File: src/rtl/residual_seq_buffer.sv
// rtl/residual_seq_buffer.sv - capture/drain sequence buffer with optional residual add
module residual_seq_buffer #(
  parameter int DATA_W  = 16,
  parameter int SEQ_LEN = 30,
  parameter int SAT_EN  = 1,
  localparam int IDX_W  = $clog2(SEQ_LEN)
) (
  input  logic              clk,
  input  logic              rst_n,
  input  logic              clear,
  input  logic [DATA_W-1:0] in_data,
  input  logic              in_valid,
  input  logic              res_en,
  input  logic [DATA_W-1:0] res_data,
  output logic [IDX_W-1:0]  res_addr,
  output logic [DATA_W-1:0] out_data,
  output logic              out_valid,
  input  logic              out_ready,
  output logic              out_last,
  output logic              full,
  output logic              done,
  output logic              overflow
);

  localparam logic [IDX_W-1:0] LAST = IDX_W'(SEQ_LEN - 1);

  typedef enum logic [1:0] {CAPTURE, DRAIN, DONE} state_t;

  state_t state, state_nx;

  logic [DATA_W-1:0] mem [SEQ_LEN];
  logic [IDX_W-1:0]  wr_idx;
  logic [IDX_W-1:0]  rd_idx;
  logic [IDX_W-1:0]  rd_nxt;
  logic [DATA_W:0]   sum_ext;
  logic [DATA_W-1:0] wdata;
  logic              cap_beat;
  logic              xfer;

  assign res_addr = wr_idx;
  assign rd_nxt   = rd_idx + 1'b1;
  assign cap_beat = (state == CAPTURE) && in_valid && !clear;
  assign xfer     = out_valid && out_ready;
  assign sum_ext  = {in_data[DATA_W-1], in_data} + {res_data[DATA_W-1], res_data};

  // Residual add: one extra bit catches overflow; the two top bits disagree only when clamping is needed.
  always_comb begin
    wdata = in_data;
    if (res_en) begin
      if ((SAT_EN != 0) && (sum_ext[DATA_W] != sum_ext[DATA_W-1]))
        wdata = sum_ext[DATA_W] ? {1'b1, {(DATA_W-1){1'b0}}} : {1'b0, {(DATA_W-1){1'b1}}};
      else
        wdata = sum_ext[DATA_W-1:0];
    end
  end

  // State register.
  always_ff @(posedge clk or negedge rst_n) begin
    if (!rst_n) state <= CAPTURE;
    else        state <= state_nx;
  end

  // Next-state: clear wins over everything; DONE is left only by clear.
  always_comb begin
    state_nx = state;
    if (clear) begin
      state_nx = CAPTURE;
    end else begin
      case (state)
        CAPTURE: if (in_valid && wr_idx == LAST) state_nx = DRAIN;
        DRAIN:   if (xfer && out_last) state_nx = DONE;
        default: state_nx = state;
      endcase
    end
  end

  // Token storage; written only during CAPTURE so reads in DRAIN never collide.
  always_ff @(posedge clk) begin
    if (rst_n && cap_beat) mem[wr_idx] <= wdata;
  end

  // Indices, output register and status flags.
  always_ff @(posedge clk or negedge rst_n) begin
    if (!rst_n) begin
      wr_idx    <= '0;
      rd_idx    <= '0;
      out_data  <= '0;
      out_valid <= 1'b0;
      out_last  <= 1'b0;
      full      <= 1'b0;
      done      <= 1'b0;
      overflow  <= 1'b0;
    end else if (clear) begin
      wr_idx    <= '0;
      rd_idx    <= '0;
      out_valid <= 1'b0;
      out_last  <= 1'b0;
      full      <= 1'b0;
      done      <= 1'b0;
      overflow  <= 1'b0;
    end else begin
      case (state)
        CAPTURE: begin
          if (in_valid) begin
            if (wr_idx == LAST) begin
              // mem[0] was written long ago, so it can be presented on the same edge.
              wr_idx    <= '0;
              full      <= 1'b1;
              rd_idx    <= '0;
              out_valid <= 1'b1;
              out_data  <= mem[0];
              out_last  <= 1'b0;
            end else begin
              wr_idx <= wr_idx + 1'b1;
            end
          end
        end
        DRAIN: begin
          if (in_valid) overflow <= 1'b1;
          if (xfer) begin
            if (out_last) begin
              out_valid <= 1'b0;
              out_last  <= 1'b0;
              done      <= 1'b1;
              full      <= 1'b0;
            end else begin
              rd_idx   <= rd_nxt;
              out_data <= mem[rd_nxt];
              out_last <= (rd_nxt == LAST);
            end
          end
        end
        default: begin
          if (in_valid) overflow <= 1'b1;
        end
      endcase
    end
  end

endmodule

File: config.mk
export PLATFORM = sky130hd
export DESIGN_NAME = residual_seq_buffer
export DESIGN_NICKNAME = d
export VERILOG_FILES = /design/src/rtl/residual_seq_buffer.sv
export SDC_FILE = /design/constraint.sdc
export NUM_CORES = 1
export LEC_CHECK = 0
export ABC_CLOCK_PERIOD_IN_PS = 4280
export CORE_MARGIN = 3
export CORE_UTILIZATION = 40
export CTS_BUF_LIST = sky130_fd_sc_hd__clkbuf_2
export CTS_CLUSTER_DIAMETER = 40
export DETAILED_ROUTE_END_ITERATION = 6
export SETUP_SLACK_MARGIN = 0.02
export SYNTH_ARGS = -nofsm -noshare
export SYNTH_HDL_FRONTEND = slang
export SYNTH_SLANG_ARGS = --single-unit
File: constraint.sdc
create_clock -name clk -period 4.28 [get_ports clk]
set_clock_uncertainty 0.1 [all_clocks]
set_input_delay 0.642 -clock clk [delete_from_list [all_inputs] [get_ports clk]]
set_output_delay 0.642 -clock clk [all_outputs]
set_load 0.02 [all_outputs]
# == Yosys cells after proc, flatten, opt, wreduce, memory -nomap -nowiden ==
# Memory sizes are Yosys's and may differ from the RTL's.
# Index checks and enable logic that the tools add are counted.
# classes
eq_ne,16
n_bitwise,1
reduce_logical,23
n_addsub,3
n_mux,43
# ops
op,n
$mux 16,7
$mux 5,9
$pmux 16 s2,1
$mux 1,19
$add 16x16->17,1
$ne 3x3->1 const B,5
$reduce_bool 2->1,6
$add 5x1->5 const B,2
$eq 5x5->1 const B,2
$pmux 5 s2,1
$reduce_and 5->1,2
$ne 2x2->1 const B,4
$logic_and 1x1->1,6
$mux 2,3
$ne 3x2->1 const B,2
$reduce_and 3->1,2
$reduce_and 6->1,1
$pmux 1 s2,2
$pmux 2 s2,1
$reduce_and 2->1,2
$reduce_and 4->1,1
$reduce_bool 3->1,1
$eq 2x1->1 const B,1
$logic_not 2->1,1
4 further kinds,4
# word_totals
in_bits,38
regBits,32
ramBits,480
n_memories,1
# memory_table
name,words,width,read_ports,rd_clocked_by_memory_dff,wr,line,rtl
mem,30,16,2,0,1,31,logic [DATA_W-1:0] mem [SEQ_LEN];

# == Logic depth before layout (Yosys ltp) ==
# Gate-level depths: netlist of the first run.
# depth
word_depth,6
ltp_mapped,15
mapped_depth_nobuf,10

# == Worst setup path before layout of the first run ==
# OpenSTA, ideal clock, no wires.
# synth_timing
path_type,input port to flip-flop
from,input port in_data[0]
to,"memory mem[0][10], data pin"
setup_slack_ns,0.368
arrival_time_ns,3.442
required_time_ns,3.810
cell_stages,11
path_cell_list,ha_1 -> inv_1 -> fa_1 -> nor2b_1 -> o31ai_1 -> a32oi_1 -> a21oi_1 -> a21oi_2 -> o21ai_2 -> buf_4 -> o22ai_1
# synth_between
elab_chain_cells,4
word_cells_on_any_way,5
classes_between,1 x add/sub; 1 x eq/ne; 3 x mux
# synth_rtl
item,line,rtl
start: declaration,11,"input logic [DATA_W-1:0] in_data,"
$add 16x16->17 *,44,"assign sum_ext = {in_data[DATA_W-1], in_data} + {res_data[DATA_W-1], res_data};"
$mux 16 / $ne 1x1->1 (equally long branches),"51, 50",
$mux 16 *,50,if ((SAT_EN != 0) && (sum_ext[DATA_W] != sum_ext[DATA_W-1]))
$mux 16 *,49,if (res_en) begin
named net wdata[10],36,logic [DATA_W-1:0] wdata;
end: declaration,31,
# The timed path passes the listed nets; every way through them passes the cells marked *.

# == Final worst setup path of the first run ==
# layout_timing
from,register rd_idx[0]
to,register out_data[7]
# layout_between
elab_chain_cells,5
# layout_rtl
item,line,rtl
start: declaration,33,logic [IDX_W-1:0] rd_idx;
start signal: assignment,127,rd_idx <= rd_nxt;
$add 5x1->5,41,assign rd_nxt = rd_idx + 1'b1;
$mem_v2 30x16,--,
$mux 16,121,if (out_last) begin
$mux 16,120,if (xfer) begin
$pmux 16 s2,102,case (state)
end signal: assignment,111,out_data <= mem[0];
end signal: assignment,128,out_data <= mem[rd_nxt];
end: declaration,16,"output logic [DATA_W-1:0] out_data,"
# Every way passes these cells. The select of a mux whose other input is x is not followed.
# A chain may end at the register's enable or synchronous reset.

==> results of run 1 <==
## report_power, final
| part | switching (mW) | total [mW] | internal, mW | leakage, nW |
|---|---|---|---|---|
| Clock | 1.88 | 3.32 | 1.44 | 0.923 |
| Sequential | 0.00688 | 5.67 | 5.66 | 4.77 |
| Combinational | 0.383 | 0.558 | 0.175 | 2.53 |
| Total | 2.27 | 9.54 | 7.28 | 8.22 |
## cell type report
class / count / area share [%]
Clock buffer: 193 / 3.98
Antenna cell: 2 / 0.0206
Multi-Input combinational cell: 483 / 23.0
Sequential cell: 512 / 62.6
Timing Repair Buffer: 149 / 5.53
Clock inverter: 35 / 0.973
Inverter: 26 / 0.402
Tap cell: 680 / 3.50
## stage by stage
stage | setup slack [ps] | cell area, µm²
final | 882 | 24300
after global routing | 723 | 24300
after CTS | 842 | 24300
after detailed placement | -58.1 | 23100
after global placement | 77.8 | 23100
after floorplan | 368 | 21000
## worst paths after layout
kind	to	cells past startpoint	slack [ps]
max reg2reg	out_data[7]	9	880
max in group asynchronous	rd_idx[0]	3	3190
max	out_data[7]	9	880
min	state[1]	3	210
min reg2reg	out_data[3]	2	400
min in group asynchronous	res_addr[4]	3	510
## cells in the final DEF, fill, tap and decap left out, drive strengths merged, types with 4 or more instances in the layout
master         instances
edfxtp               480
clkbuf               193
mux4                 144
buf                   84
nor2                  69
clkdlybuf4s50         63
a21oi                 49
nand2                 36
dfrtp                 32
inv                   31
o21ai                 27
clkinv                26
ha                    22
mux2i                 17
mux2                  16
o22ai                 16
nor3                  10
xnor2                  9
nand3                  7
xor2                   7
nand2b                 4
nor2b                  4
a31oi                  4
bufinv                 4
## routing by layer
layer / global-route usage, % / up-vias / wire length, µm
li1: - / 4929 / -
met1: 25.6 / 5969 / 21500
met2: 27.4 / 458 / 22900
met3: 4.26 / 65 / 3770
met4: 5.96 / 0 / 815
met5: 0 / - / 0
## sequential cells by signal, summed over array words and instances (netlist names)
name      flops
out_data     16
res_addr      5
mem         480
out_last      1
done          1
state         2
rd_idx        5
full          1
overflow      1
## cells by family (layout without fill, tap and decap cells)
kind of cell	count (synthesis)	in the layout	synth area share, %
flip-flops	512	512	72.3
multiplexers	177	177	17.1
AND/OR/NAND/NOR	147	147	3.08
AO/OA/AOI/OAI	120	120	3.47
buffers and inverters	81	403	1.94
adder cells (fa/ha/maj)	23	23	1.40
XOR/XNOR	16	16	0.702
other	0	2	0
## Yosys cell counts (all sizes together) (2+ instances only)
master | n | area, µm²
o21ai | 27 | 139
nor4 | 3 | 18.8
o22ai | 16 | 100
nand2 | 36 | 135
o31ai | 2 | 15.0
mux2 | 16 | 180
xor2 | 7 | 61.3
edfxtp | 480 | 14400
inv | 25 | 93.8
buf | 32 | 224
a21boi | 2 | 15.0
nor2 | 69 | 259
and2 | 2 | 12.5
a21o | 3 | 22.5
nor2b | 4 | 25.0
mux2i | 17 | 170
o21a | 3 | 22.5
nand3b | 2 | 15.0
dfrtp | 32 | 801
mux4 | 144 | 3240
clkbuf | 23 | 86.3
a21oi | 49 | 253
xnor2 | 9 | 86.3
nand2b | 4 | 25.0
nand3 | 7 | 35.0
a221oi | 3 | 38.8
nor3 | 10 | 50.1
and3 | 3 | 18.8
ha | 22 | 275
a31oi | 4 | 25.0
## critical path, delay by kind of cell, from the launching register on
family	cells	cell delay, ps
fa+ha+maj	1	590
mux	3	1040
compound gates	2	440
buf+inv	2	440
flops	1	550
simple gates	1	60
==> summary.md, run 1 <==
Status
* **status** completed

CTS
* **Inserted Clock Buffers** 133
* **total number of H-tree levels** 4
* **number of buffers on the longest clock path** 3
* **postcts setup bufs** 0
* **clock tree from TritonCTS** yes
* **hold-fix buffer count after cts** 2
* **number of clock sinks** 512
* **insertion delay of the later-clocked pin in the worst-skew pair** 1070 ps
* **post-cts sizing count** 0
* **clk root buf** sky130_fd_sc_hd__clkbuf_2
* **Clock Pin Slew Worst Setup and Hold Paths** 90 ps

Floorplan
* **Core Area** 0.0517 mm²
* **full die area** 0.0554 mm²
* **starting density of the core** 40.7%
* **I/O pin cnt** 64
* **die height** 235 µm
* **Row Count** 83
* **Die X-Extent** 235 µm

Final layout
* **sequential cell area** 0.0152 mm²
* **fraction of layout instances using a drive strength above 1** 34.5%
* **Final Net Count** 1,366
* **final std cells w/o fill** 2,080
* **area taken by multi-input logic gates** 0.00558 mm²
* **growth of design area from synthesis to finish** 15.5%
* **fill cell instance count of the final layout** 4,439
* **final standard cell utilization of the core** 47.0%

Global route
* **Overflow after GRT** 0
* **GRT Total Usage** 17.9%
* **number of antenna violations at the first check in global routing** 1
* **number of global-route vias before repair** 11,600
* **global-route wire length before repair** 73,500 µm
* **largest net degree at the start of global routing** 90

Worst setup path
* **Data arrival, critical path** 4210 ps
* **critical path endpoint category** flip-flop
* **slowest cell on the critical path** sky130_fd_sc_hd__ha_4
* **Worst Path Class, Setup** flip-flop to flip-flop
* **sequence of cells on the critical path** inv_1, ha_4, buf_12, mux4_2, mux4_2, mux2i_1, nor2_1, a21oi_1, o21ai_1
* **Largest stage delay, worst path** 590 ps
* **worst path required time** 5090 ps
* **library cell appearing most often on the critical path** sky130_fd_sc_hd__mux4_2
* **maximum fanout along the worst path** 37
* **Crit. Startpoint** rd_idx[0]
* **origin of the critical flop-to-flop path** rd_idx[0]
* **category of the worst setup path launch point** flip-flop

Drt
* **via count of the routed design** 11,400
* **initial drt markers** 958
* **final routed DRC violation total** 0
* **number of iterations in the first detailed-routing pass** 5
* **Via-to-Cell Ratio** 5.49
* **wire per inst** 23.6 µm
* **number of nets still failing antenna checks after routing** 0
* **final WL** 49,000 µm

Run
* **max-capacitance violation count** 0

Synth
* **#FFs+latches synth** 512
* **share of flip-flops with an asynchronous set or reset** 6.25%
* **share of the yosys chip area belonging to registers** 72.3%
* **post-synth design cell area** 0.0210 mm²
* **Avg Synthesized Cell Area** 19.6 µm²
* **synth unique cells** 58
* **Post-Synthesis Net Count** 1,137
* **Ys Warns** 0
* **Most used DFF post-synth** sky130_fd_sc_hd__edfxtp_1
* **number of flops mapped to enable cells by yosys** 480
* **cell count after synthesis** 1,076

Min path
* **startpoint of the lowest-slack hold path** out_ready
* **Hold/Removal Path Class** input pin to flip-flop

Timing
* **clock period minus worst slack** 3400 ps
* **smallest hold slack** 214 ps
* **setup repair after global routing missed its margin** no
* **Max Transition Viols Final** 0
* **Total Neg Setup Slack** 0 ps
* **actual slew at the worst max-slew pin** 1200 ps
* **ratio of final minimum period to clock period** 79.4%
* **achievable frequency** 294 MHz
* **number of hold violations in the final report** 0
* **Relative slew margins** 19.9%
* **number of endpoints failing setup at the final stage** 0

Power
* **Leakage** 8.22 nW
* **total power after layout** 9.54 mW
* **IR drop worst, VDD** 0.182 mV
* **cell area power density** 393 mW/mm²

Place
* **buffers added on ports** 63
* **placed insts** 1,848
* **RePlAce Congestion** 0.770
* **post-detailed-placement half-perimeter wirelength** 28,700 µm

No activity file was read; power rests on OpenSTA's default activity.
==> run 2, diff against run 1 <==
Settings changed: ABC_CLOCK_PERIOD_IN_PS 4280 to 3100.
Clock period 4.28 ns to 3.1 ns, I/O delays scaled along.
==> summary.md, run 2 (synthesis results as in run 1) <==
Final layout
* **Final Net Count** 1,439, +5.3%
* **largest register by flop count** mem
* **most common cell after layout, fill and taps aside** sky130_fd_sc_hd__edfxtp_1
* **commonest cells after routing, fill and taps aside** sky130_fd_sc_hd__edfxtp_1 (480), sky130_fd_sc_hd__clkbuf_2 (198), sky130_fd_sc_hd__mux4_2 (144)
* **final std cells w/o fill** 2,151, +3.4%
* **top flop regs** mem x480, out_data x16
* **number of flip-flops in the largest register** 480, unchanged
* **sequential cell area** 0.0152 mm², about the same
* **growth of design area from synthesis to finish** 21.0%
* **area taken by multi-input logic gates** 0.00576 mm², +3.3%
* **fill cell instance count of the final layout** 4,316, -2.8%
* **area of all placed cells without fillers** 0.0255 mm², +4.8%
* **fraction of layout instances using a drive strength above 1** 39.9%, +5.4 points

Global route
* **GRT Total Usage** 18.7%, +0.76 points
* **number of global-route vias before repair** 12,000, +3.2%
* **largest net degree at the start of global routing** 53, -41%
* **global-route wire length before repair** 76,100 µm, +3.6%
* **number of antenna violations at the first check in global routing** 1, unchanged
* **Overflow after GRT** 0, unchanged

Floorplan
* **Die X-Extent** 235 µm, unchanged
* **die height** 235 µm, unchanged
* **Row Count** 83, unchanged
* **Core Area** 0.0517 mm², unchanged
* **full die area** 0.0554 mm², unchanged
* **starting density of the core** 40.7%, unchanged
* **I/O pin cnt** 64, unchanged

Power
* **fraction of power consumed by sequential logic** 57.5%, -1.9 points
* **part of the power in combinational logic** 7.2%, +1.4 points
* **internal power** 10.4 mW, +43%
* **share of total power in the clock network** 35.3%, +0.5 points
* **total power after layout** 13.6 mW, +43%
* **switching power total** 3.23 mW, +42%
* **IR drop worst, VDD** 0.234 mV, +28%
* **cell area power density** 535 mW/mm², +36%
* **fraction of power spent switching nets** 23.7%, -0.065 points
* **Leakage** 8.72 nW, +6.1%

CTS
* **Clock Pin Slew Worst Setup and Hold Paths** 110 ps, +20 ps
* **clock tree from TritonCTS** yes
* **insertion delay of the later-clocked pin in the worst-skew pair** 1070 ps, about the same
* **number of clock sinks** 512, unchanged
* **number of buffers on the longest clock path** 3, unchanged
* **total number of H-tree levels** 4, unchanged
* **Inserted Clock Buffers** 133, unchanged
* **clk root buf** sky130_fd_sc_hd__clkbuf_2

Drt
* **number of nets still failing antenna checks after routing** 0, unchanged
* **wire per inst** 23.7 µm, +0.65%
* **final WL** 51,000 µm, +4.1%
* **initial drt markers** 953, -0.52%
* **final routed DRC violation total** 0, unchanged
* **Via-to-Cell Ratio** 5.34, -2.7%
* **number of iterations in the first detailed-routing pass** 5, unchanged
* **via count of the routed design** 11,500, +0.58%

Worst setup path
* **slowest cell on the critical path** sky130_fd_sc_hd__mux4_2
* **critical path endpoint category** flip-flop
* **Data arrival, critical path** 3760 ps, -450 ps
* **sequence of cells on the critical path** inv_1, ha_4, buf_4, mux4_2, mux4_2, mux2i_1, nor2_1, a21oi_1, buf_4, o21ai_1
* **worst reg2reg path depth** 10, +1
* **category of the worst setup path launch point** flip-flop
* **worst path required time** 3910 ps, -1180 ps
* **destination of the worst register-to-register timing path** out_data[11]
* **Worst Path Class, Setup** flip-flop to flip-flop
* **maximum fanout along the worst path** 14, -62%
* **Largest stage delay, worst path** 530 ps, -60 ps
* **origin of the critical flop-to-flop path** rd_idx[0]
* **slack of the worst reg-to-reg path** 150 ps, -730 ps

Timing
* **setup repair after global routing missed its margin** no
* **actual slew at the worst max-slew pin** 853 ps, -348 ps
* **Relative slew margins** 43.1%, +23 points
* **number of hold violations in the final report** 0, unchanged
* **number of endpoints failing setup at the final stage** 0, unchanged
* **smallest hold slack** 293 ps, +78.4 ps
* **Max Transition Viols Final** 0, unchanged
* **achievable frequency** 339 MHz, +15%
* **clock period minus worst slack** 2950 ps, -452 ps
* **ratio of final minimum period to clock period** 95.0%, +16 points
* **Total Neg Setup Slack** 0 ps, unchanged

Min path
* **Hold/Removal Path Class** input pin to asynchronous set/reset pin

Run
* **max-capacitance violation count** 0, unchanged

Place
* **post-detailed-placement half-perimeter wirelength** 31,500 µm, +9.9%
* **total placed instance area** 0.0241 mm², +4.4%
* **placed insts** 1,914, +3.6%
* **RePlAce Congestion** 0.800, +4.0%
* **buffers added on ports** 63, unchanged

Status
* **status** completed

[run 2: cell count changes in the layout (fill, tap and decap cells not counted), moves of 2 or more]
cell / delta
sky130_fd_sc_hd__o22ai_4: +15
sky130_fd_sc_hd__o22ai_2: -15
sky130_fd_sc_hd__bufinv_16: +2
sky130_fd_sc_hd__nor2_2: +21
sky130_fd_sc_hd__nor2_1: -21
sky130_fd_sc_hd__dlygate4sd3_1: +4
sky130_fd_sc_hd__buf_4: +40
sky130_fd_sc_hd__inv_2: -4
sky130_fd_sc_hd__clkinv_1: -12
sky130_fd_sc_hd__buf_12: +28
sky130_fd_sc_hd__clkbuf_2: +5
sky130_fd_sc_hd__clkinv_2: +7
[run 2: cell type report]
cell class                 instances  area share [%]
multi-input combinational        483            22.6
inverter                          26           0.383
timing repair buffer             222            8.84
sequential                       512            59.8
clock inverter                    29            1.10
clock buffer                     198            3.89
antenna                            1         0.00983
tap                              680            3.34
[run 2: timing repair]
| item | in CTS | in global routing |
|---|---|---|
| endpoints found under the hold margin | 84 | 0 |
| setup buffers | 0 | 3 |
| resized for setup | 1 | 1 |
| gates cloned | 0 | 0 |
| pin swaps | 0 | 1 |
| hold buffers | 6 | 0 |
| endpoints found under the setup margin | 1 | 3 |
[run 2: through the flow]
stage                     utilization [%]  setup WS [ps]
after floorplan                         -          -25.7
after global routing                 49.2           25.6
after detailed placement             46.6           -723
after global placement               46.6           -657
after CTS                            49.2           65.6
final                                49.2            154
[run 2: worst max-delay path by stage]
| stage | cells past startpoint | slack (ps) | endpoint | from |
|---|---|---|---|---|
| 2_1_floorplan | 11 | -30 | mem[0][14] | in_data[0] |
| 3_3_place_gp | 12 | -660 | mem[0][13] | in_data[0] |
| 3_5_place_dp | 12 | -720 | mem[13][13] | in_data[0] |
| 4_1_cts | 10 | 70 | out_data[11] | rd_idx[0] |
| 5_1_grt | 1 | 30 | res_addr[2] | res_addr[2] |
| 6_report | 10 | 150 | out_data[11] | rd_idx[0] |
[run 2: power by group through the flow]
stage / Sequential [mW] / Combinational, mW / Clock (mW)
after floorplan: 7.98 / 0.507 / 0
after CTS: 7.82 / 0.998 / 4.96
after global placement: 7.98 / 0.961 / 0
final: 7.82 / 0.984 / 4.80
after global routing: 7.83 / 1.08 / 5.34
after detailed placement: 7.98 / 0.990 / 0
[run 2: metal layers]
| metal | share of wire (%) | GRT usage (%) | vias up |
|---|---|---|---|
| li1 | - | - | 5097 |
| met1 | 43 | 25.1 | 5925 |
| met2 | 49 | 30.1 | 389 |
| met3 | 6.1 | 4.48 | 76 |
| met4 | 2.0 | 6.64 | 0 |
| met5 | 0 | 0 | - |
[run 2: critical path: cells and delay by family, from the launching register on]
| family | cells | cell delay (ps) |
|---|---|---|
| adders and majority gates | 1 | 430 |
| buffers and inverters | 3 | 550 |
| DFF | 1 | 460 |
| and+or+nand+nor | 1 | 50 |
| muxes | 3 | 1020 |
| AOI/OAI and AO/OA | 2 | 200 |
